File: src/rtl/seq_alu.sv
// Handshaked registered ALU with NE/SLT compares and an iterative shift-add multiply.
// State | meaning: IDLE | waiting for a request; BUSY | multiply in progress; DONE | result held until consumer accepts.
module seq_alu #(
   parameter int WIDTH = 8,
   parameter int OPW   = 4
) (
   input  logic             clk,
   input  logic             rst_n,
   input  logic             in_valid,
   output logic             in_ready,
   input  logic [OPW-1:0]   opcode,
   input  logic             alu_src,
   input  logic [WIDTH-1:0] data_in1,
   input  logic [WIDTH-1:0] data_in2,
   output logic             out_valid,
   input  logic             out_ready,
   output logic [WIDTH-1:0] result,
   output logic             compare,
   output logic             zero,
   output logic             carry,
   output logic             negative,
   output logic             overflow,
   output logic             busy
);

   localparam int M  = WIDTH - 1;
   localparam int CW = $clog2(WIDTH + 1);
   localparam logic [WIDTH:0] W_LIM = (WIDTH + 1)'(WIDTH);

   localparam logic [OPW-1:0] OP_ADD = OPW'(0);
   localparam logic [OPW-1:0] OP_SUB = OPW'(1);
   localparam logic [OPW-1:0] OP_AND = OPW'(2);
   localparam logic [OPW-1:0] OP_OR  = OPW'(3);
   localparam logic [OPW-1:0] OP_XOR = OPW'(4);
   localparam logic [OPW-1:0] OP_SHR = OPW'(5);
   localparam logic [OPW-1:0] OP_SHL = OPW'(6);
   localparam logic [OPW-1:0] OP_EQ  = OPW'(7);
   localparam logic [OPW-1:0] OP_NE  = OPW'(8);
   localparam logic [OPW-1:0] OP_LDA = OPW'(9);
   localparam logic [OPW-1:0] OP_STA = OPW'(10);
   localparam logic [OPW-1:0] OP_MUL = OPW'(11);
   localparam logic [OPW-1:0] OP_SLT = OPW'(12);

   typedef enum logic [1:0] {IDLE, BUSY, DONE} state_t;

   state_t           state;
   logic [CW-1:0]    cnt;
   logic [WIDTH-1:0] mcand;
   logic [WIDTH-1:0] mplier;
   logic [WIDTH-1:0] acc;

   logic [WIDTH:0]   add_w;
   logic [WIDTH:0]   sub_w;
   logic             big_shift;
   logic             op_ok;
   logic [WIDTH-1:0] res_c;
   logic             cmp_c;
   logic             carry_c;
   logic             ovf_c;
   logic             zero_c;
   logic             neg_c;
   logic [WIDTH-1:0] mul_next;
   logic             accept;
   logic             is_mul;

   assign in_ready = rst_n & ((state == IDLE) | ((state == DONE) & out_ready));
   assign accept   = in_valid & in_ready;
   assign is_mul   = alu_src & (opcode == OP_MUL);
   assign mul_next = acc + (mplier[0] ? mcand : '0);

   always_comb begin
      add_w     = {1'b0, data_in1} + {1'b0, data_in2};
      sub_w     = {1'b0, data_in1} - {1'b0, data_in2};
      big_shift = ({1'b0, data_in2} >= W_LIM);
      op_ok     = 1'b1;
      res_c     = '0;
      cmp_c     = 1'b0;
      carry_c   = 1'b0;
      ovf_c     = 1'b0;
      case (opcode)
         OP_ADD, OP_LDA, OP_STA: begin
            res_c   = add_w[M:0];
            carry_c = add_w[WIDTH];
            ovf_c   = (data_in1[M] == data_in2[M]) && (add_w[M] != data_in1[M]);
         end
         OP_SUB: begin
            res_c   = sub_w[M:0];
            carry_c = sub_w[WIDTH];
            ovf_c   = (data_in1[M] != data_in2[M]) && (sub_w[M] != data_in1[M]);
         end
         OP_AND:  res_c = data_in1 & data_in2;
         OP_OR:   res_c = data_in1 | data_in2;
         OP_XOR:  res_c = data_in1 ^ data_in2;
         OP_SHR:  res_c = big_shift ? '0 : data_in1 >> data_in2;
         OP_SHL:  res_c = big_shift ? '0 : data_in1 << data_in2;
         OP_EQ:   cmp_c = (data_in1 == data_in2);
         OP_NE:   cmp_c = (data_in1 != data_in2);
         OP_SLT:  cmp_c = ($signed(data_in1) < $signed(data_in2));
         OP_MUL:  res_c = '0;
         default: op_ok = 1'b0;
      endcase
      // Bypassed or undefined ops report all-zero flags, zero flag included.
      if (!alu_src || !op_ok) begin
         res_c   = '0;
         cmp_c   = 1'b0;
         carry_c = 1'b0;
         ovf_c   = 1'b0;
      end
      zero_c = alu_src & op_ok & (res_c == '0);
      neg_c  = res_c[M];
   end

   always_ff @(posedge clk) begin
      if (!rst_n) begin
         state     <= IDLE;
         cnt       <= '0;
         mcand     <= '0;
         mplier    <= '0;
         acc       <= '0;
         out_valid <= 1'b0;
         busy      <= 1'b0;
         result    <= '0;
         compare   <= 1'b0;
         zero      <= 1'b0;
         carry     <= 1'b0;
         negative  <= 1'b0;
         overflow  <= 1'b0;
      end else if (accept) begin
         if (is_mul) begin
            state     <= BUSY;
            busy      <= 1'b1;
            out_valid <= 1'b0;
            cnt       <= CW'(WIDTH);
            mcand     <= data_in1;
            mplier    <= data_in2;
            acc       <= '0;
         end else begin
            state     <= DONE;
            busy      <= 1'b0;
            out_valid <= 1'b1;
            result    <= res_c;
            compare   <= cmp_c;
            zero      <= zero_c;
            carry     <= carry_c;
            negative  <= neg_c;
            overflow  <= ovf_c;
         end
      end else begin
         case (state)
            BUSY: begin
               acc    <= mul_next;
               mcand  <= mcand << 1;
               mplier <= mplier >> 1;
               cnt    <= cnt - 1'b1;
               if (cnt == CW'(1)) begin
                  state     <= DONE;
                  busy      <= 1'b0;
                  out_valid <= 1'b1;
                  result    <= mul_next;
                  compare   <= 1'b0;
                  zero      <= (mul_next == '0);
                  carry     <= 1'b0;
                  negative  <= mul_next[M];
                  overflow  <= 1'b0;
               end
            end
            DONE: begin
               if (out_ready) begin
                  state     <= IDLE;
                  out_valid <= 1'b0;
               end
            end
            default: ;
         endcase
      end
   end

endmodule

File: config.mk
export PLATFORM = sky130hd
export DESIGN_NAME = seq_alu
export DESIGN_NICKNAME = d
export VERILOG_FILES = /design/src/rtl/seq_alu.sv
export SDC_FILE = /design/constraint.sdc
export NUM_CORES = 1
export LEC_CHECK = 0
export ABC_AREA = 1
export CAP_MARGIN = 20
export CORE_ASPECT_RATIO = 0.75
export CORE_MARGIN = 2
export CORE_UTILIZATION = 39
export DETAILED_ROUTE_END_ITERATION = 12
export PLACE_DENSITY = 0.69
export SETUP_SLACK_MARGIN = 0.5
export SLEW_MARGIN = 20
export SYNTH_ARGS = -nofsm -noshare
export SYNTH_HDL_FRONTEND = slang
export SYNTH_SLANG_ARGS = --single-unit
File: constraint.sdc
create_clock -name clk -period 3.8 [get_ports clk]
set_input_delay 0.76 -clock clk [delete_from_list [all_inputs] [get_ports clk]]
set_output_delay 0.76 -clock clk [all_outputs]
set_load 0.01 [all_outputs]
-- After elaboration in Yosys (flattened, before gate mapping)
Cells that the tools add are included.
- add/sub/neg operators: 4
- magnitude comparators: 2
- eq/ne operators: 25
- shift-type cells: 2
- mux-type cells: 56
- bitwise gates (word level): 10
- reduce and logical (&&, ||, !) cells: 18
- operators with widths (cell ; number):
    $mux W8 ; 17
    $pmux W8 S7 ; 1
    $mux W1 ; 26
    $eq A4 B4 Y1 const B ; 5
    $eq A4 B3 Y1 const B ; 4
    $logic_not A8 Y1 ; 2
    $reduce_or A13 Y1 ; 1
    $mux W4 ; 3
    $add A8 B8 Y9 ; 1
    $sub A8 B8 Y9 ; 1
    $add A8 B8 Y8 ; 1
    $and A8 B8 Y8 ; 1
    $eq A4 B1 Y1 const B ; 2
    $eq A4 B2 Y1 const B ; 2
    $eq A8 B8 Y1 ; 1
    $ge A8 B4 Y1 const B ; 1
    $lt A8 B8 Y1 ; 1
    $mux W2 ; 4
    $ne A8 B8 Y1 ; 1
    $or A8 B8 Y8 ; 1
    $shl A8 B8 Y8 ; 1
    $shr A8 B8 Y8 ; 1
    $xor A8 B8 Y8 ; 1
    $and A1 B1 Y1 ; 6
    22 further kinds ; 32
- register bits: 45
- input port bits: 25
- output and inout bits: 16
- logic and storage cells: 130

-- Logic depth before layout (Yosys ltp)
Gate-level depths: netlist of the first run.
- depth in word-level cells: 10
- depth in mapped cells: 19
- depth with buffers taken out: 19

-- Worst setup path before layout of the first run
OpenSTA, ideal clock, no wires.
- path type: in2reg
- start point: input data_in2[2]
- end point: register zero
- setup time: 0.070 ns
- arrival: 2.488 ns
- required time: 3.730 ns
- path slack: 1.242 ns
- cell stages on the path: 15
- buffers on the path: 2
- cell sequence: buf_4 -> clkinv_1 -> ha_1 -> buf_4 -> nor2_2 -> nand2_1 -> nand2_1 -> nand3_1 -> nand2_1 -> nand2_1 -> nand3_1 -> nand3_1 -> o21ai_0 -> nand3_1 -> a21oi_1
- word-level cells in the longest chain between the ends: 8
- elaborated cells between the ends (all ways): 16
- classes of those cells: add/sub (2); order compare (1); shift (2); mux (6); bitwise (4); reduce/logical (1)
- RTL lines (what ; RTL line ; source):
    start, declared ; 14 ; input logic [WIDTH-1:0] data_in2,
    $ge A8 B4 Y1 (tied with other cells) ; 74 ; big_shift = ({1'b0, data_in2} >= W_LIM);
    $mux W8 (on tied branches) ; 95, 94 ;
    $pmux W8 S7 * ; 80 ; case (opcode)
    $mux W8 * ; 103 ; if (!alu_src || !op_ok) begin
    $logic_not A8 Y1 * ; 109 ; zero_c = alu_src & op_ok & (res_c == '0);
    $and A1 B1 Y1 * ; 109 ;
    $mux W1 * ; 129 ; if (is_mul) begin
    $mux W1 * ; 128 ; end else if (accept) begin
    end signal, assigned ; 143 ; zero <= zero_c;
    end signal, assigned ; 161 ; zero <= (mul_next == '0);
    end, declared ; 19 ; output logic zero,
Mark *: on every way between the ends. The rest lies on a longest branch, timed or not. The select of a mux whose other input is x is not followed.
A chain may end at the register's enable or synchronous reset.

-- Worst setup path after layout of the first run
- start point: input data_in1[0]
- end point: register zero
- word-level cells in the longest chain between the ends: 8
- elaborated cells between the ends (all ways): 15
- classes of those cells: add/sub (2); shift (2); mux (6); bitwise (4); reduce/logical (1)
- RTL lines (what ; RTL line ; source):
    start, declared ; 13 ; input logic [WIDTH-1:0] data_in1,
    branches (longest 2 deep; another with $sub A8 B8 Y9) ; - ;
    $pmux W8 S7 * ; 80 ;
    $mux W8 * ; 103 ;
    $logic_not A8 Y1 * ; 109 ;
    $and A1 B1 Y1 * ; 109 ;
    $mux W1 * ; 129 ;
    $mux W1 * ; 128 ;
Mark *: on every way between the ends. The select of a mux whose other input is x is not followed.

==> results.md, run 1 <==
- Final WL: 14080 um
- Peak supply drop: 0.1821 mV
- Grt ovf: 0
- Clock Latency Late Sink: 0.29 ns
- Critical Path AT: 3.36 ns
- # Max-Cap Violations: 0
- Critical R2R Launch: mplier[0]
- Setup_tns: 0 ns
- Worst r2r dst: zero
- CTS max path bufs: 2
- Status: completed
- Final Hold Viols: 0
- Max-slew violation count: 0
- Leakage power: 2.301 nW
- Total core area: 10450 um2
- Post-DR wirelength/cell: 16.25 um
- Power Internal: 0.0009693 W
- Drt first pass iters: 5
- Library cells used by synthesis: 43
- Root Driver: clkbuf_16
- Mean cell area of the mapped netlist: 6.144 um2
- Initial detailed-routing violation count: 469
- Fill cell count: 1073
- WHS: 0.4581 ns
- Crit end category: register
- Commonest non-fill, non-tap cell in the layout: nand2_1
- GP Congestion: 1.025
- Worst-Margin Slew: 0.8044 ns
- F_max: 318.1 MHz
- # diodes: 0
- Post-synthesis cell count: 690
- Layout cells sized above 1: 6.712%
- Worst Skew: 0.003594 ns
- Final period util: 82.73%
- Largest net degree at the start of global routing: 34
- Overall Global Routing Usage: 24.08%
- Final WS setup: 0.6563 ns
- Die width: 124.4 um
- Comb power frac: 26.6%
- Rows: 32
- Seq/Total Area, Yosys: 20.31%
- Hold path startpoint: result[3]
- Synth top area share: 20.31%
- FF+latch count, synth: 43
- Synth warnings: 0
- R2R Setup Slk: 1.34 ns
- CTS clk-pin slew, worst paths: 0.06 ns
- Post-synth EDFFs: 0
- Vias: 4782
- Worst Hold Depth: 2
- Largest family of logic cells by synthesized area: simple AND/OR/NAND/NOR gates
- DRC errors left: 0
- NumNets Final: 793
- Largest cells by area after synthesis: dfxtp_1 20%, nand2_1 18%, ha_1 11%, nand3_1 9.6%, inv_1 6.1%
- Switching share of total power: 30.62%
- Die height: 94.29 um
- Max FO, Critical Path: 4
- Area leader, netlist: dfxtp_1
- Endpoints failing setup: 0
- Xor/xnor share of the synthesized area: 1.860%
- Clock share of power: 40.0%
- Syn_nets: 754
- Global-route wire length before repair: 22450 um
- Startpoint Class: primary input
- DPL Wire Length: 11270 um
- Leading cell types in the layout, fill and taps excluded: 205 x nand2_1, 81 x nand3_1, 69 x inv_1, 62 x nor2_1, 43 x dfxtp_1
- Power Dens Cells: 279.7 nW/um2
- Synth Area in Adders: 12.04%
- Overall Power: 0.001397 W
- Vias/cell: 5.522
- RSZ-0062 raised after global routing: false
- Simple-gate area share of the yosys netlist: 40.58%
- Antenna Violating Nets Remaining: 0
- Worst r2r path cells: 15
- Ys async rst share: 0%
- Minimum clock period: 3.144 ns
- Worst Setup Path Type: in2reg
- Post-synthesis mux area share: 0%
- Ys flop type: dfxtp_1
- IO Pins: 41
- Compound-Gate Fraction of Synth Area: 14.88%
- Share of power burned in registers: 33.4%
- Vias in the first global route: 4271
- Slew Limit Headroom: 46.18%
- IO Port Bufs: 40
- Critical Path RT: 4.02 ns
- Die area: 11730 um2
- Initial antenna violation count: 0
- H-tree levels: 2
- Post-CTS Hold Fix Bufs: 0
- Hold Crit Class: reg2reg
- Initial Util: 40.57%
- Post-Synthesis Cell Area: 4239 um2
- Area grow syn2layout: 17.83%
- Clk sinks: 43
- Hold Path End: result[3]
- Switching power: 0.0004278 W
- CTS buffer count: 5
- Worst slack, placed: 0.4121 ns
- CTS tree: yes
[flip-flops by register name (all words and copies together) (netlist names)]
| signal | cells |
|---|---|
| mcand | 8 |
| result | 8 |
| cnt | 4 |
| out_valid | 1 |
| overflow | 1 |
| acc | 8 |
| busy | 1 |
| zero | 1 |
| carry | 1 |
| compare | 1 |
| mplier | 8 |
| state | 1 |
[what timing repair did]
| action | CTS | global route |
|---|---|---|
| buffers inserted | 0 | 0 |
| endpoints found under the setup margin | 0 | 3 |
| gates resized for setup | 0 | 2 |
[metrics by stage]
step	utilization (%)	cells	cell area, um2
floorplan	-	690	4239
global placement	45.87	858	4793
detailed placement	45.87	858	4793
CTS	47.68	866	4982
global route	47.80	866	4995
finish	47.80	866	4995
[logic make-up after synthesis]
logic type	count (synthesis)
and+or+nand+nor	392
xor gates and xnor gates	9
AOI/OAI and AO/OA	105
DFF	43
buffers and inverters	102
adders and majority gates	39
[power groups by stage]
stage               registers [W]  clock network (W)  logic, W
detailed placement       0.000477                  0  0.000360
floorplan                0.000478                  0  0.000222
CTS                      0.000467           0.000563  0.000361
global route             0.000468           0.000582  0.000407
global placement         0.000476                  0  0.000362
finish                   0.000467           0.000559  0.000372
[layout make-up]
class | count | area [um2] | share of cell area [%]
timing repair buffer | 58 | 535.5 | 10.72
sequential | 43 | 860.8 | 17.23
clock buffer | 6 | 128.9 | 2.580
clock inverter | 2 | 60.06 | 1.202
multi-input combinational | 545 | 2953 | 59.12
tap | 136 | 170.2 | 3.407
inverter | 76 | 286.5 | 5.736
[cell usage after synthesis (2+ instances only)]
cell type	instances
a21oi_1	34
a31oi_1	16
a32o_1	3
buf_2	10
buf_4	7
buf_6	2
clkbuf_1	7
clkinv_1	3
dfxtp_1	43
fa_1	3
ha_1	36
inv_1	69
inv_2	3
nand2_1	205
nand2_2	2
nand2_4	2
nand3_1	81
nand3b_1	4
nand4_1	17
nor2_1	62
nor2_2	7
nor2_4	2
nor3_1	6
o211ai_1	6
o21ai_0	32
o21ai_1	2
o22ai_1	2
o311ai_0	2
xor2_1	8
[layer usage]
metal | up-vias | track usage (%) | wire (um) | part of all wire [%]
li1 | 2348 | - | - | -
met1 | 2239 | 37.61 | 7005 | 50
met2 | 185 | 34.84 | 5779 | 41
met3 | 10 | 3.132 | 1168 | 8.3
met4 | 0 | 4.682 | 122 | 0.87
met5 | - | 0 | 0 | 0
[worst max path at each step]
stage                startpoint    to  slack, ns  depth (start not counted)
floorplan           data_in2[2]  zero       1.24                         15
global placement    data_in2[2]  zero       0.49                         15
detailed placement  data_in2[2]  zero       0.41                         17
CTS                 data_in2[2]  zero       0.71                         17
global route        data_in1[0]  zero       0.50                         18
finish              data_in1[0]  zero       0.66                         18
[worst max-delay path, cell delays in order]
cell and delay [ns]:
clkdlybuf4s50_1 0.53, inv_1 0.15, ha_1 0.15, inv_1 0.08, fa_1 0.45, nand2_1 0.12
nand2_1 0.09, nand2_1 0.10, nand2_1 0.05, nand3_1 0.08, nand2_1 0.07, nor2_1 0.12
nand3_1 0.10, nand2_1 0.11, nand3_1 0.08, nor2_1 0.11, nand3_1 0.08, a21oi_1 0.14
(Power assumes the default switching activity.)
==> run 2, diff against run 1 <==
==> constraint.sdc (replaced) <==
create_clock -name clk -period 2.9 [get_ports clk]
set_input_delay 0.58 -clock clk [delete_from_list [all_inputs] [get_ports clk]]
set_output_delay 0.58 -clock clk [all_outputs]
set_load 0.01 [all_outputs]
==> run 2 against run 1 <==
Hold slack lost 0.010 ns. Flip-flop and latch count is the same. Setup slack lost 0.12 ns. Critical path depth is the same. Routed wire length grew 5.8%. Global-route usage grew 0.96 points. First-iteration DRC count shrank 7.2%. Largest power group is now registers.
==> results.md, run 2 (synthesis results as in run 1) <==
- Status: completed
- CTS buffer count: 5
- Initial detailed-routing violation count: 435
- Switching power: 0.0005995 W
- Power Internal: 0.001162 W
- Rows: 32
- R2R Setup Slk: 0.60 ns
- Worst r2r dst: zero
- Peak supply drop: 0.2118 mV
- IO Port Bufs: 40
- NumNets Final: 838
- Clock Latency Late Sink: 0.28 ns
- Placed cell count: 893
- Critical Path RT: 3.11 ns
- DRC errors left: 0
- Fin cells: 911
- Placed instance area: 5056 um2
- CTS tree: yes
- Commonest non-fill, non-tap cell in the layout: nand2_1
- Layout cells sized above 1: 20.52%
- Global-route wire length before repair: 23470 um
- Worst Skew: 0.006117 ns
- Die width: 124.4 um
- Max-slew violation count: 0
- RSZ-0062 raised after global routing: true
- Grt ovf: 0
- Minimum clock period: 2.361 ns
- Root Driver: clkbuf_16
- CTS max path bufs: 2
- IO Pins: 41
- Antenna Violating Nets Remaining: 0
- Switching share of total power: 34.03%
- Post-CTS Hold Fix Bufs: 0
- Hold Path End: result[3]
- Critical R2R Launch: mplier[0]
- Worst r2r path cells: 15
- Comb power frac: 34.2%
- GP Congestion: 1.007
- Final WL: 14890 um
- WHS: 0.4478 ns
- Power Dens Cells: 317.8 nW/um2
- Worst Hold Depth: 2
- Share of power burned in registers: 34.7%
- Max FO, Critical Path: 3
- Worst slack, placed: -0.1052 ns
- Post-DR wirelength/cell: 16.34 um
- Final Hold Viols: 0
- Final WS setup: 0.5388 ns
- Worst-Margin Slew: 0.5993 ns
- Setup_tns: 0 ns
- Worst Setup Path Type: in2reg
- Endpoints failing setup: 0
- Clk sinks: 43
- # Max-Cap Violations: 0
- H-tree levels: 2
- Initial antenna violation count: 1
- Startpoint Class: primary input
- Design area: 5544 um2
- # diodes: 0
- Vias: 4939
- F_max: 423.5 MHz
- Crit end category: register
- Area grow syn2layout: 30.79%
- Clock share of power: 31.1%
- Total core area: 10450 um2
- Hold Crit Class: reg2reg
- Die height: 94.29 um
- Hold path startpoint: result[3]
- Vias/cell: 5.422
- Slew Limit Headroom: 59.90%
- Die area: 11730 um2
- Largest net degree at the start of global routing: 34
- Final period util: 81.42%
- DPL Wire Length: 11780 um
- Leading cell types in the layout, fill and taps excluded: 194 x nand2_1, 74 x nand3_1, 62 x buf_4, 57 x inv_1, 51 x nor2_1
- Crit path launch: data_in2[1]
- Critical Path AT: 2.57 ns
- Overall Global Routing Usage: 25.04%
- Vias in the first global route: 4495
- Leakage power: 2.627 nW
- Drt first pass iters: 6
- Initial Util: 40.57%
- CTS clk-pin slew, worst paths: 0.06 ns
[run 2: cell count changes in the layout (fill, tap and decap cells not counted), moves of 8 or more]
cell	delta
buf_4	+44
clkdlybuf4s50_1	-20
inv_1	-12
dlymetal6s2s_1	+11
inv_2	+11
nand2_1	-11
nand2_2	+11
nor2_1	-11
ha_1	-8
[run 2: final cells by class]
| class | count | area (um2) |
|---|---|---|
| Multi-Input combinational cell | 545 | 3187 |
| Tap cell | 136 | 170.2 |
| Fill cell | 1073 | 4906 |
| Clock inverter | 1 | 5.005 |
| Inverter | 76 | 295.3 |
| Timing Repair Buffer | 103 | 889.6 |
| Clock buffer | 7 | 132.6 |
| Sequential cell | 43 | 864.6 |
[run 2: worst max path at each step]
stage,to,slack (ns),depth (start not counted)
final,zero,0.54,18
after floorplan,zero,0.52,15
after global routing,zero,0.45,13
after global placement,zero,-0.1,20
after detailed placement,zero,-0.11,20
after CTS,zero,0.45,20
[run 2: worst max-delay path, stage by stage]
cell and delay (ns):
dlygate4sd2_1 0.24, clkinv_2 0.09, fa_2 0.36, inv_1 0.06, nand2_1 0.04, nand2_1 0.06, nor2_1 0.04, nor2_1 0.16
nand2_1 0.09, nor2_2 0.15, nand2_1 0.07, inv_1 0.06, nand2_2 0.07, nand2_2 0.07, nand3_2 0.07, nor2_2 0.10
nand3_2 0.09, a21oi_2 0.15
[run 2: per-layer routing]
metal,GRT usage (%),vias to the layer above,part of all wire (%)
met5,0,-,0.087
met4,4.120,2,1.0
met3,4.385,16,8.2
met2,38.43,204,42
met1,37.01,2279,49
li1,-,2438,-
[run 2: power by group through the flow]
stage / clock [W] / sequential (W) / combinational (W)
2_1_floorplan: 0 / 0.000626 / 0.000290
3_3_place_gp: 0 / 0.000624 / 0.000523
3_5_place_dp: 0 / 0.000625 / 0.000525
4_1_cts: 0.000553 / 0.000612 / 0.000549
5_1_grt: 0.000578 / 0.000612 / 0.000651
6_report: 0.000548 / 0.000611 / 0.000603
[run 2: stage by stage]
step | total power (W) | utilization, %
2_1_floorplan | 0.0009163 | -
3_3_place_gp | 0.001146 | 48.38
3_5_place_dp | 0.001149 | 48.38
4_1_cts | 0.001713 | 50.78
5_1_grt | 0.001842 | 53.05
6_report | 0.001762 | 53.05
[run 2: what timing repair did]
item | in CTS | in global routing
hold endpoints to repair | 0 | 0
resized for setup | 42 | 71
setup endpoints to repair | 30 | 18
setup buffers | 0 | 10
pin swaps | 7 | 33
==> run 3, diff against run 2 <==
--- a/config.mk
+++ b/config.mk
@@ -11,7 +11,7 @@
 export CORE_MARGIN = 2
 export CORE_UTILIZATION = 39
 export DETAILED_ROUTE_END_ITERATION = 12
-export PLACE_DENSITY = 0.69
+export PLACE_DENSITY = 0.71
 export SETUP_SLACK_MARGIN = 0.5
 export SLEW_MARGIN = 20
 export SYNTH_ARGS = -nofsm -noshare
==> constraint.sdc (replaced) <==
create_clock -name clk -period 2.1 [get_ports clk]
set_input_delay 0.42 -clock clk [delete_from_list [all_inputs] [get_ports clk]]
set_output_delay 0.42 -clock clk [all_outputs]
set_load 0.01 [all_outputs]
==> run 3 against run 2 <==
The run now ends with setup timing left. Setup slack got worse by 0.63 ns. Clock power increased by 55%. Register-to-register slack worse by 0.69 ns. Sequential share of layout area down 3.9 points. Via count increased by 19%. Clock-buffer cell count up 1. First-iteration DRC count is 100% higher. Critical path type is now reg2reg. Critical endpoint is now result[6]. Largest cell class unchanged. Highest routed layer is now met4.
==> results.md, run 3 (synthesis results as in run 1) <==
- Power Dens Cells: 383.5 nW/um2
- Initial antenna violation count: 0
- Overall Power: 0.002850 W
- Startpoint Class: register
- Slew Limit Headroom: 62.18%
- Vias: 5872
- Rows: 32
- Final period util: 104.4%
- Critical Path Sink: result[6]
- Root Driver: clkbuf_16
- Worst slack, placed: -0.6384 ns
- WHS: 0.4432 ns
- Design area: 7431 um2
- Leading cell types in the layout, fill and taps excluded: 162 x nand2_1, 107 x buf_4, 57 x nand3_1, 44 x nor2_1, 41 x buf_6
- Failing checks: setup timing
- Worst r2r dst: result[6]
- Total core area: 10450 um2
- Vias in the first global route: 5229
- Crit end category: register
- Initial detailed-routing violation count: 870
- Critical Path AT: 2.41 ns
- Die height: 94.29 um
- Hold path startpoint: out_ready
- Clk sinks: 43
- Area grow syn2layout: 75.30%
- CTS tree: yes
- Initial Util: 40.57%
- R2R Setup Slk: -0.09 ns
- Antenna Violating Nets Remaining: 0
- F_max: 456.1 MHz
- GP Congestion: 0.9413
- Critical Path RT: 2.32 ns
- Critical R2R Launch: mcand[0]
- Worst Skew: 0.007248 ns
- Overall Global Routing Usage: 30.17%
- Global-route wire length before repair: 27960 um
- H-tree levels: 2
- Reg area: 870.8 um2
- Vias/cell: 5.825
- Status: finished, violations left
- Post-DR wirelength/cell: 19.64 um
- DRC errors left: 0
- Endpoints failing setup: 4
- CTS clk-pin slew, worst paths: 0.06 ns
- Commonest non-fill, non-tap cell in the layout: nand2_1
- Final Hold Viols: 0
- CTS max path bufs: 2
- CTS buffer count: 5
- Final WS setup: -0.09247 ns
- Peak supply drop: 0.3182 mV
- Grt ovf: 0
- Fill cell count: 760
- Area of the multi-input gates: 3944 um2
- Drt first pass iters: 7
- # diodes: 0
- Crit path launch: mcand[0]
- Layout cells sized above 1: 47.48%
- Placed instance area: 5664 um2
- Die area: 11730 um2
- Post-CTS Hold Fix Bufs: 0
- Worst r2r path cells: 13
- Die width: 124.4 um
- Max-slew violation count: 0
- Final WL: 19800 um
- IO Pins: 41
- Worst-Margin Slew: 0.5630 ns
- Max FO, Critical Path: 2
- Largest net degree at the start of global routing: 21
- RSZ-0062 raised after global routing: true
- IO Port Bufs: 40
- Worst Setup Path Type: reg2reg
- Hold Crit Class: in2reg
- Minimum clock period: 2.192 ns
- Clock Latency Late Sink: 0.30 ns
- NumNets Final: 935
- Leakage power: 3.358 nW
- DPL Wire Length: 12690 um
- # Max-Cap Violations: 0
-- run 3: cell types whose count changed in the layout (fill, tap and decap cells not counted), moves of 14 or more --
cell     previous run  this run
buf_4              62       107
nand2_1           194       162
ha_1               27        10
o21ai_0            29        12
nand2_2            13        36
nand3_2             7        21
nand3_1            74        57
inv_1              57        32
buf_6               2        41
inv_2              14        32
-- run 3: repair_timing --
action | in CTS | in global routing
pin swaps | 95 | 53
buffers inserted | 31 | 11
cloned | 5 | 4
gates resized for setup | 275 | 136
setup endpoints to repair | 49 | 46
-- run 3: layer usage --
layer / vias to the layer above / global-route usage (%) / wire length, um
li1: 2652 / - / -
met1: 2737 / 43.73 / 8399
met2: 422 / 46.63 / 8664
met3: 61 / 6.150 / 2270
met4: 0 / 5.243 / 464
met5: - / 0 / 0
-- run 3: worst max-delay path, stage by stage (launching register included) --
cell     delay, ns
dfxtp_2       0.35
nand2_4       0.08
inv_2         0.05
ha_4          0.15
fa_2          0.35
nand3_2       0.08
nand3_2       0.10
a21oi_2       0.16
nor2_1        0.07
nor2_1        0.13
xor2_1        0.20
buf_4         0.15
nand2_2       0.04
a31oi_1       0.19
-- run 3: worst min-delay path by stage --
| stage | to | slack, ns | depth (start not counted) |
|---|---|---|---|
| after floorplan | mplier[7] | 0.44 | 2 |
| after global placement | result[3] | 0.43 | 2 |
| after detailed placement | compare | 0.45 | 2 |
| after CTS | out_valid | 0.45 | 3 |
| after global routing | out_valid | 0.47 | 3 |
| final | out_valid | 0.44 | 3 |
-- run 3: power breakdown --
part	total, W	internal, W	switching, W
Clock	0.000850	0.000507	0.000343
Sequential	0.000845	0.000831	0.0000143
Combinational	0.00115	0.000515	0.000640
-- run 3: final cells by class --
cell class | count | share of cell area [%]
clock buffer | 8 | 2.105
tap | 136 | 2.290
sequential | 43 | 11.72
timing repair inverter | 1 | 0.08419
inverter | 76 | 4.765
multi-input combinational | 546 | 53.07
timing repair buffer | 198 | 25.96
-- run 3: stage by stage --
| step | util (%) | TNS, ns | std cells |
|---|---|---|---|
| after floorplan | - | 0 | 690 |
| after global placement | 54.20 | -10.61 | 949 |
| after detailed placement | 54.20 | -12.01 | 949 |
| after CTS | 64.54 | 0 | 993 |
| after global routing | 71.11 | -0.5967 | 1008 |
| final | 71.11 | -0.2564 | 1008 |
==> RTL edit 1 (config.mk and constraints of run 2) <==
Set the parameter `OPW` to 2 (it was 4).
--- a/src/rtl/seq_alu.sv
+++ b/src/rtl/seq_alu.sv
@@ -2,7 +2,7 @@
 // State | meaning: IDLE | waiting for a request; BUSY | multiply in progress; DONE | result held until consumer accepts.
 module seq_alu #(
    parameter int WIDTH = 8,
-   parameter int OPW   = 4
+   parameter int OPW   = 2
 ) (
    input  logic             clk,
    input  logic             rst_n,
Ports: changed (resized opcode); port bits go from 41 to 39. No check against the original RTL was run, so the function may have changed too.
==> RTL edit 1 against run 2 <==
  * Worst setup slack improved by 0.053 ns
  * Critical path depth shrank 6
  * Largest power group unchanged
  * Area after synthesis fell by 31%
  * Global-route usage down 6.1 points
  * Highest routed layer is now met4
  * Design area fell by 37%
  * Total power fell by 27%
  * Wire length down 49%
  * Sequential cell count shrank 1
==> RTL edit 1: results (changes against run 2) <==
- Initial antenna violation count: 0 (-1)
- Synthesized flop and latch total: 42 (-2.3%)
- M1 WL: 3.909 mm (-47%)
- Post-DR wirelength/cell: 13.13 µm (-20%)
- Run status: complete, no violations
- Hold path endpoint: mplier[7]$_SDFFE_PN0P_
- Util after Layout: 0.4728 (-0.05776)
- Hold_sp: mplier[7]$_SDFFE_PN0P_
- Sequential fraction of the synthesis area: 0.2863 (+0.08325)
- Compound-Gate Fraction of Synth Area: 0.1581 (+0.009314)
- Multi-input gate count: 315 (-42%)
- GR Util met1: 0.2810 (-0.08904)
- Sequential share of cell area: 0.2426 (+0.08665)
- Met3 usage in global routing: 0.03612 (-0.007725)
- Final Critical Period: 2.309 ns (-0.05261 ns)
- Worst-path clk slew: 0.08 ns (+0.02 ns)
- Worst-path fanout max: 4 (+1)
- Dpl ws: 0.1789 ns (+0.2840 ns)
- R2R depth: 13 (-2)
- CP top delay family: buffers and inverters
- Post-DR vias/cell: 4.910 (-9.4%)
- Final nets: 527 (-37%)
- Peak supply drop: 0.1723 mV (-19%)
- Placement Cell Area: 3366 µm² (-33%)
- CP max stage cell: clkdlybuf4s50_1
- Iteration-0 DRC count of the detailed router: 179 (-59%)
- DR top layer: met4
- DP HPWL: 5.977 mm (-49%)
- Non-clock inverter count: 70 (-7.9%)
-- RTL edit 1: cell count changes after synthesis, sizes merged, moves of 4 or more --
cell and change:
nand2 -73, nor2 -54, nand3 -48, ha -11
nand4 -9, buf -6, xor2 -6, a21oi -5
nor3 -5, a31oi +4, clkinv -4, o211ai -4
-- RTL edit 1: cell families (layout without fill, tap and decap cells) --
group / count (synthesis) / after routing
other: 1 / 1
buffers and inverters: 88 / 120
AOI/OAI and AO/OA: 86 / 86
and+or+nand+nor: 198 / 198
xor gates and xnor gates: 3 / 3
DFF: 42 / 42
adders and majority gates: 27 / 27
-- RTL edit 1: report_power, final --
part	internal, W	leakage [nW]	switching (W)
registers	0.000602	0.341	0.0000179
clock network	0.000166	0.0383	0.000196
logic	0.000126	1.33	0.000181
==> RTL edit 2 (flow settings as in run 2) <==
Made on the original files. Make the reset (`rst_n`) asynchronous in one clocked block.
--- a/src/rtl/seq_alu.sv
+++ b/src/rtl/seq_alu.sv
@@ -110,7 +110,7 @@
       neg_c  = res_c[M];
    end
 
-   always_ff @(posedge clk) begin
+   always_ff @(posedge clk or negedge rst_n) begin
       if (!rst_n) begin
          state     <= IDLE;
          cnt       <= '0;
Function: differs if rst_n is asserted again (counterexample within 4 cycles, from zero or initial values and one cycle with rst_n low); with rst_n held inactive, the same outputs for 10 cycles.
==> RTL edit 2 against run 2 <==
  * Area after synthesis rose by 0.71%
  * Worst setup slack improved by 0.0059 ns
  * Total power fell by 0.14%
  * Wire length fell by 0.62%
  * Final cell count fell by 2.2%
  * Via count fell by 2.2%
  * Design area rose by 4.8%
  * Sequential cell count did not move
  * Die area rose by 0.68%
==> RTL edit 2: results (changes against run 2) <==
- Synth top area cells: dfrtp_1 25%, nand2_1 15%, ha_1 11%, nand3_1 9.0%, nor2_1 6.4%
- Syn Area/Cell: 6.558 µm² (+6.7%)
- Vias: 4832 (-2.2%)
- Sw frac: 0.3045 (-0.03580)
- First-pass GRT wire length: 23.69 mm (+0.97%)
- Total track usage: 0.2525 (+0.002115)
- Final setup skew: 0.005685 ns (-0.0004326 ns)
- Post-synth top cells: 172 x nand2_1, 77 x nand3_1, 73 x nor2_1
- FILL cells: 1036 (-3.4%)
- 1st-pass router iterations: 5 (-1)
- Syn Nets: 715 (-5.2%)
- Vias in the first global route: 4523 (+0.62%)
- Register share of total power: 0.345 (-0.002)
- Dpl ws: -0.1726 ns (-0.06742 ns)
- Largest net degree at the start of global routing: 44 (+29%)
- Class of the worst hold path: in2async
- Actual slew at the worst max-slew pin: 0.5587 ns (-0.04057 ns)
- DP HPWL: 11.44 mm (-2.9%)
- Synth cell types: 45 (+4.7%)
- Run status: complete, no violations
- Iteration-0 DRC count of the detailed router: 384 (-12%)
- Total Routed Length: 14.80 mm (-0.62%)
- Worst EP arrival: 2.56 ns (about the same)
- Initial antenna violation count: 0 (-1)
- Main flop type after synthesis: dfrtp_1
- Peak supply drop: 0.2560 mV (+21%)
- Compound-Gate Fraction of Synth Area: 0.1331 (-0.01570)
-- RTL edit 2: final cells by class --
cell class | count | area, µm² | area share
multi-input cells | 504 | 3115 | 0.5364
flip-flops and latches | 43 | 1076 | 0.1853
repair buffers | 113 | 958.4 | 0.1650
inverters | 84 | 324.1 | 0.05579
well taps | 140 | 175.2 | 0.03016
clock buffers | 6 | 128.9 | 0.02219
clock inverters | 1 | 30.03 | 0.005170
-- RTL edit 2: layer usage --
layer	GRT usage	up-vias	share of wire
met5	0	-	0
met4	0.05093	0	0.013
met3	0.06176	20	0.085
met2	0.3880	190	0.43
met1	0.3629	2288	0.47
li1	-	2334	-
-- RTL edit 2: power groups by stage --
stage / Clock (W) / Combinational, W / Sequential, W
6_report: 0.000623 / 0.000530 / 0.000606
5_1_grt: 0.000652 / 0.000577 / 0.000607
4_1_cts: 0.000631 / 0.000479 / 0.000606
3_5_place_dp: 0 / 0.000444 / 0.000617
3_3_place_gp: 0 / 0.000446 / 0.000617
2_1_floorplan: 0 / 0.000220 / 0.000618
-- RTL edit 2: worst paths after layout --
kind                            slack [ns]                  start  cells past startpoint                   to
worst min-delay path                  0.40                  rst_n                      2   cnt[2]$_DFFE_PN0P_
max in group asynchronous             2.10                  rst_n                      2     zero$_DFFE_PN0P_
worst max register to register        0.60  mplier[0]$_DFFE_PN0P_                     14     zero$_DFFE_PN0P_
worst max-delay path                  0.54            data_in2[0]                     15     zero$_DFFE_PN0P_
min in group clk                      0.49    compare$_DFFE_PN0P_                      2  compare$_DFFE_PN0P_
worst min register to register        0.49    compare$_DFFE_PN0P_                      2  compare$_DFFE_PN0P_
